## src/rtl/fp_mul_post.sv

```systemverilog
// Post-processing stage for the single-precision multiplier: special-operand handling, exponent
// recovery, overflow/underflow substitution, sticky flags. Optional exc_cnt output via FP_MUL_POST_CNT_EN.
module fp_mul_post #(
  parameter int          BIAS = 127,
  parameter logic [31:0] QNAN = 32'h7FC00000
) (
  input  logic        clk,
  input  logic        rst,
  input  logic        in_valid,
  output logic        in_ready,
  input  logic [31:0] op_a,
  input  logic [31:0] op_b,
  input  logic [31:0] raw_prod,
  output logic        out_valid,
  input  logic        out_ready,
  output logic [31:0] result,
  output logic [2:0]  exc,
  output logic [2:0]  sticky,
`ifdef FP_MUL_POST_CNT_EN
  output logic [15:0] exc_cnt,
`endif
  input  logic        sticky_clr
);

  logic adv1, adv2, hs_out;

  logic               v1_q, s1_q, inv1_q, inf1_q, zero1_q, n1_q;
  logic signed [9:0]  esum1_q;
  logic [22:0]        man1_q;
  logic               s1_d, inv1_d, inf1_d, zero1_d, n1_d;
  logic signed [9:0]  esum1_d;

  logic               v2_q;
  logic [31:0]        result_q, result_d;
  logic [2:0]         exc_q, exc_d;
  logic [2:0]         sticky_q, sticky_d, pend_q, pend_d;
  logic signed [9:0]  etrue;

  logic a_zero, a_inf, a_nan, b_zero, b_inf, b_nan;

  assign adv2     = !v2_q || out_ready;
  assign adv1     = !v1_q || adv2;
  assign in_ready = adv1;
  assign hs_out   = v2_q && out_ready;

  always_comb begin
    a_zero  = (op_a[30:23] == 8'h00);
    a_inf   = (op_a[30:23] == 8'hFF) && (op_a[22:0] == 23'h0);
    a_nan   = (op_a[30:23] == 8'hFF) && (op_a[22:0] != 23'h0);
    b_zero  = (op_b[30:23] == 8'h00);
    b_inf   = (op_b[30:23] == 8'hFF) && (op_b[22:0] == 23'h0);
    b_nan   = (op_b[30:23] == 8'hFF) && (op_b[22:0] != 23'h0);
    s1_d    = op_a[31] ^ op_b[31];
    inv1_d  = a_nan || b_nan || (a_inf && b_zero) || (b_inf && a_zero);
    inf1_d  = a_inf || b_inf;
    zero1_d = a_zero || b_zero;
    esum1_d = $signed({2'b00, op_a[30:23]}) + $signed({2'b00, op_b[30:23]}) - $signed(10'(BIAS));
    // The multiplier's exponent field differs from the plain sum only when it renormalised.
    n1_d    = (raw_prod[30:23] != esum1_d[7:0]);
  end

  always_comb begin
    etrue    = esum1_q + $signed({9'd0, n1_q});
    result_d = {s1_q, etrue[7:0], man1_q};
    exc_d    = 3'b000;
    if (inv1_q) begin
      result_d = QNAN;
      exc_d    = 3'b100;
    end else if (inf1_q) begin
      result_d = {s1_q, 8'hFF, 23'h0};
    end else if (zero1_q) begin
      result_d = {s1_q, 31'h0};
    end else if (etrue >= 10'sd255) begin
      result_d = {s1_q, 8'hFF, 23'h0};
      exc_d    = 3'b010;
    end else if (etrue <= 10'sd0) begin
      result_d = {s1_q, 31'h0};
      exc_d    = 3'b001;
    end
  end

  // A clear coinciding with a handshake wins; that handshake's flags land one cycle later.
  always_comb begin
    sticky_d = sticky_q | pend_q | (hs_out ? exc_q : 3'b000);
    pend_d   = 3'b000;
    if (sticky_clr) begin
      sticky_d = 3'b000;
      pend_d   = hs_out ? exc_q : 3'b000;
    end
  end

  always_ff @(posedge clk or posedge rst) begin
    if (rst) begin
      v1_q     <= 1'b0;
      s1_q     <= 1'b0;
      inv1_q   <= 1'b0;
      inf1_q   <= 1'b0;
      zero1_q  <= 1'b0;
      n1_q     <= 1'b0;
      esum1_q  <= '0;
      man1_q   <= '0;
      v2_q     <= 1'b0;
      result_q <= '0;
      exc_q    <= '0;
      sticky_q <= '0;
      pend_q   <= '0;
    end else begin
      if (adv1) v1_q <= in_valid;
      if (adv1 && in_valid) begin
        s1_q    <= s1_d;
        inv1_q  <= inv1_d;
        inf1_q  <= inf1_d;
        zero1_q <= zero1_d;
        n1_q    <= n1_d;
        esum1_q <= esum1_d;
        man1_q  <= raw_prod[22:0];
      end
      if (adv2) v2_q <= v1_q;
      if (adv2 && v1_q) begin
        result_q <= result_d;
        exc_q    <= exc_d;
      end
      sticky_q <= sticky_d;
      pend_q   <= pend_d;
    end
  end

`ifdef FP_MUL_POST_CNT_EN
  logic [15:0] cnt_q, cnt_d;

  always_comb begin
    cnt_d = cnt_q;
    if (sticky_clr) cnt_d = 16'h0000;
    else if (hs_out && (exc_q != 3'b000) && (cnt_q != 16'hFFFF)) cnt_d = cnt_q + 16'd1;
  end

  always_ff @(posedge clk or posedge rst) begin
    if (rst) cnt_q <= '0;
    else     cnt_q <= cnt_d;
  end

  assign exc_cnt = cnt_q;
`endif

  assign out_valid = v2_q;
  assign result    = result_q;
  assign exc       = exc_q;
  assign sticky    = sticky_q;

endmodule

```

## config.mk

```make
export PLATFORM = sky130hd
export DESIGN_NAME = fp_mul_post
export DESIGN_NICKNAME = d
export VERILOG_FILES = /design/src/rtl/fp_mul_post.sv
export SDC_FILE = /design/constraint.sdc
export NUM_CORES = 1
export LEC_CHECK = 0
export BUFFER_PORTS_ARGS = -buffer_cell sky130_fd_sc_hd__buf_2
export CAP_MARGIN = 20
export CORE_ASPECT_RATIO = 0.9
export CORE_UTILIZATION = 51
export DETAILED_ROUTE_END_ITERATION = 8
export GPL_ROUTABILITY_DRIVEN = 0
export PLACE_DENSITY = 0.84
export SLEW_MARGIN = 10
export SYNTH_ARGS = -nofsm -noshare
export SYNTH_HDL_FRONTEND = slang
export SYNTH_SLANG_ARGS = --single-unit
export TNS_END_PERCENT = 10
```

## constraint.sdc

```tcl
create_clock -name clk -period 3.09 [get_ports clk]
set_input_delay 0 -clock clk [delete_from_list [all_inputs] [get_ports clk]]
set_output_delay 0 -clock clk [all_outputs]
set_load 0.05 [all_outputs]
```

**Yosys cells after proc, flatten, opt, wreduce, memory -nomap -nowiden**

Index checks and enable logic that the tools add are counted.

- Reductions and logical operators: 24
- Mux-type cells: 13
- Add/subtract/negate cells: 3
- Order comparisons: 2
- Eq/ne operators: 3
- Bitwise gates (word level): 3

Operators with widths:

| cell | number |
|---|---|
| $mux W31 | 4 |
| $logic_not A23 Y1 | 2 |
| $reduce_bool A23 Y1 | 2 |
| $mux W32 | 1 |
| $eq A8 B8 Y1 const B | 2 |
| $logic_not A8 Y1 | 2 |
| $mux W3 | 4 |
| $add A10 B2 Y10 | 1 |
| $ge A10 B9 Y1 const B | 1 |
| $le A10 B1 Y1 const B | 1 |
| $sub A9 B7 Y10 const B | 1 |
| $add A8 B8 Y9 | 1 |
| $logic_and A1 B1 Y1 | 9 |
| $ne A8 B8 Y1 | 1 |
| $logic_or A1 B1 Y1 | 7 |
| $mux W2 | 3 |
| $or A3 B3 Y3 | 2 |
| $logic_not A1 Y1 | 2 |
| $mux W1 | 1 |
| $xor A1 B1 Y1 | 1 |

- Output and inout port bits: 40
- Word-level logic and storage cells: 61
- Input port bits: 101
- Flip-flop bits (word level): 81

**Longest topological paths before layout**

- Depth in word-level cells: 7
- Gate-level depth with buffers: 10
- Mapped depth without buffers: 10

**Least setup slack after synthesis**

Ideal clock, no wire load.

- Path type: flip-flop to flip-flop
- Start: register v2_q, in the netlist out_valid
- End: register inf1_q
- Clock period less this slack: 2.357 ns
- Setup slack: 0.733 ns
- Arrival: 2.222 ns
- Data required time: 2.954 ns
- Buffers on the path: 2
- Cell stages (with the launch flop): 6
- Cell sequence: dfrtp_1 -> nand3b_1 -> nand2_1 -> buf_1 -> clkbuf_1 -> o21ai_0

- Longest elaborated chain between the ends: 4

Ends and longest elaborated chain:

| item | RTL line | source |
|---|---|---|
| start: declaration | 33 | `logic v2_q;` |
| start signal: assignment | 118 | `if (adv2) v2_q <= v1_q;` |
| $logic_not A1 Y1 | 41 | `assign adv2 = !v2_q \|\| out_ready;` |
| $logic_or A1 B1 Y1 | 41 |  |
| $logic_or A1 B1 Y1 | 42 | `assign adv1 = !v1_q \|\| adv2;` |
| named net in_ready | 10 | `output logic in_ready,` |
| $logic_and A1 B1 Y1 | 109 | `if (adv1 && in_valid) begin` |
| end signal: assignment | 112 | `inf1_q <= inf1_d;` |
| end: declaration | 27 | `logic v1_q, s1_q, inv1_q, inf1_q, zero1_q, n1_q;` |

The timed path passes the listed nets, and every way through them passes these cells.
A chain may end at the register's enable or synchronous reset.

**Worst setup path after layout**

- Start: register n1_q
- End: register result_q[18], in the netlist result[18]

- Longest elaborated chain between the ends: 7
- Elaborated cells on any way between the ends: 8
- Classes of those cells: add/sub: 1; order compare: 2; mux: 5

Ends and longest elaborated chain:

| item | RTL line | source |
|---|---|---|
| start: declaration | 27 |  |
| start signal: assignment | 114 | `n1_q <= n1_d;` |
| $add A10 B2 Y10 (*) | 63 | `etrue = esum1_q + $signed({9'd0, n1_q});` |
| $le A10 B1 Y1 | 76 | `end else if (etrue <= 10'sd0) begin` |
| $mux W31 | 76 |  |
| $mux W31 (*) | 73 | `end else if (etrue >= 10'sd255) begin` |
| $mux W31 (*) | 71 | `end else if (zero1_q) begin` |
| $mux W31 (*) | 69 | `end else if (inf1_q) begin` |
| $mux W32 (*) | 66 | `if (inv1_q) begin` |
| end signal: assignment | 120 | `result_q <= result_d;` |
| end: declaration | 34 | `logic [31:0] result_q, result_d;` |

Mark *: on every way between the ends. The rest lies on a longest branch, timed or not.

==> metrics.md <==
| Metric | Value |
|---|---|
| Resized cells post-CTS | 0 |
| Row cnt | 31 |
| Num CTS Buffers | 9 |
| Yosys Warn Count | 0 |
| Ys async rst share | 100% |
| Final Max Slew Viols | 0 |
| Largest cells by area after synthesis | dfrtp_1, mux2_2, a32o_1 |
| Clk_lat worst skew | about 0.37 ns |
| Hold path endpoint | s1_q |
| HP Class | primary input to flip-flop |
| Net Count, Synth | 528 |
| Drt drc | 0 |
| Die Y | between 80 and 90 um |
| CTS root buf | clkbuf_8 |
| H-tree depth | 3 |
| RSZ-0062 raised after global routing | false |
| Initial core utilization | a little over half |
| Detail Placement HPWL | approximately 8.0 mm |
| Die area | approximately 0.0089 mm^2 |
| Min-Delay Startpoint | op_a[31] |
| I/O Pins | 141 |
| Fin Hold WS | 0.000221 ns |
| Top-count cell post-synth | dfrtp_1 |
| Critical Path RT | between 3 and 4 ns |
| Reg2Reg Depth | 7 |
| GRT Util Overall | a little over a quarter |
| Fin. Hold Viols | 0 |
| Worst slew margin | between 20% and 30% |
| Netlist Area Pre-Place | between 0.004 and 0.005 mm^2 |
| Worst slew pin tran | 1.13 ns |
| Pwr dens | ~670 mW/mm^2 |
| Vias per Instance | 5.81 |
| Sequential share of the synthesized area | around 46% |
| CTS tree | yes |
| Routed vias | roughly 4000 |
| Most used DFF post-synth | dfrtp_1 |
| Antenna viol nets, final | 0 |
| Finished Layout Cells | a little under 700 |
| Peak Freq | around 360 MHz |
| Critical path peak fanout | 26 |
| Pin count of the biggest net entering global routing | 50 |
| Maximum VDD drop | roughly 0.00026 V |
| Share of post-route cells with drive strength above 1 | about 35% |
| Antenna violations before repair | 1 |
| Top cell type's share of synthesized area | between 40% and 50% |
| Grt ovf | 0 |
| Synth top cells by count | dfrtp_1, and3_1, mux2_2 |
| Area Growth Syn to Fin | 27.7% |
| Period utilization | approximately nine tenths |
| I/O Buffers | between 100 and 150 |
| Reg2reg start | n1_q |
| Avg Cell Area, Syn | ~11 um^2 |
| CP Capture Type | flip-flop |
| First-pass GRT wire length | ~19 mm |
| DR WL/cell | approximately 17 um |
| Unique masters post-synth | 56 |
| CP Launch Type | flip-flop |
| Drt total wl | around 12 mm |
| DR pass1 iterations | 4 |
| Cell total after placement | between 600 and 700 |
| Layout Nets | between 600 and 700 |
| Final-report setup violation count | 0 |
| Number of global-route vias before repair | between 4000 and 5000 |
| R2r setup slk | around 0.33 ns |
| Hold path depth | 3 |
| Number of DRC markers in iteration 0 | 139 |
| Leakage | around 2.6 nW |
| Status | completed |
| EDFF count, synth | 0 |
| Synthesis-stage register bit count | about 80 |
| Clock transition at path regs | ~0.090 ns |
| Setup TNS | 0 ns |
| Maxcap violations | 0 |
| Core Util, Final | 68.2% |
| Crit Path Class | flip-flop to flip-flop |
| Worst Skew | about 0.020 ns |
| CTS max path bufs | 2 |
| Crit. Startpoint | n1_q |
| Min cycle time layout | 2.76 ns |
| Mapped Cells | 409 |
| Worst EP arrival | slightly above 3 ns |
| Cell taking the most area after synthesis | dfrtp_1 |
| # clock sinks | 81 |
| DIE WIDTH | about 100 um |
| Worst reg2reg path endpoint | result[18] |
| Core region area | approximately 0.0082 mm^2 |
-- per-stage QoR --
step                instance area (um^2)  setup slack, ns  total power, mW
finish                              5580            0.330             3.74
global route                        5580            0.104             3.92
floorplan                           4370            0.733             2.53
CTS                                 5580            0.358             3.71
global placement                    5110            0.485             2.83
detailed placement                  5110            0.390             2.88
-- worst max-delay path by stage --
stage                       to  slack [ns]  depth (start not counted)
detailed placement   result[4]        0.39                          7
global route        result[18]        0.10                          7
global placement    result[18]        0.48                          7
CTS                 result[16]        0.36                          7
floorplan               inf1_q        0.73                          5
finish              result[18]        0.33                          7
-- layout by cell type (no fill, tap or decap), drive strengths merged, types with 3 or more instances in the layout --
master,n
inv,13
o22ai,4
xor2,5
a211oi,4
o21ai,15
mux2,27
buf,144
clkbuf,9
ha,17
nor2,26
nand3,11
o31ai,6
nor3b,3
nor4,12
a21boi,3
nand2,21
nand2b,3
nand3b,3
xnor2,12
nand4,8
dlygate4sd3,26
dfrtp,81
a21oi,12
o21a,4
and3,28
nor3,7
a32o,24
a31oi,5
or4,5
-- layout make-up --
type                            instances  area, um^2
Antenna cell                            1        2.50
Clock buffer                            9         124
Clock inverter                          7        83.8
Fill cell                             641        2610
Inverter                               10        38.8
Multi-Input combinational cell        292        2160
Sequential cell                        81        2030
Tap cell                              115         144
Timing Repair Buffer                  170         993
-- where the power goes --
part	internal, mW	switching, mW
Combinational	0.488	0.973
Sequential	1.28	0.180
Clock	0.389	0.435
-- per-layer routing --
| metal | vias up | GRT usage (%) | wire length (um) |
|---|---|---|---|
| met3 | 34 | 5.13 | 612 |
| met1 | 1918 | 31.7 | 4690 |
| met4 | 0 | 10.8 | 367 |
| li1 | 1859 | - | - |
| met5 | - | 0 | 0 |
| met2 | 172 | 48.1 | 5900 |
-- worst max-delay path: stages (launching register included) --
cell	delay (ns)
dfrtp_1	0.36
ha_1	0.24
ha_1	0.30
nand2_1	0.13
or3_1	0.37
a2111oi_2	0.46
o21ai_2	0.40
a32o_1	0.38
-- registers in the layout, summed over array words and instances (netlist names) --
register and flops:
result 32, man1_q 23, esum1_q 10, exc 3, pend_q 3, sticky 3
inf1_q 1, inv1_q 1, n1_q 1, out_valid 1, s1_q 1, v1_q 1
zero1_q 1
-- repair_timing --
action	in CTS	in global routing
setup buffers	0	0
hold buffers	26	0
hold endpoints to repair	79	0
-- cell families after synthesis --
group / after synthesis / share of synthesized area [%]
simple gates: 134 / 16.9
buf+inv: 36 / 4.10
xor+xnor: 17 / 3.41
compound gates: 95 / 16.7
fa+ha+maj: 18 / 5.33
flops: 81 / 46.4
mux: 28 / 7.19
Note: power is estimated with default switching activity, not from simulation.
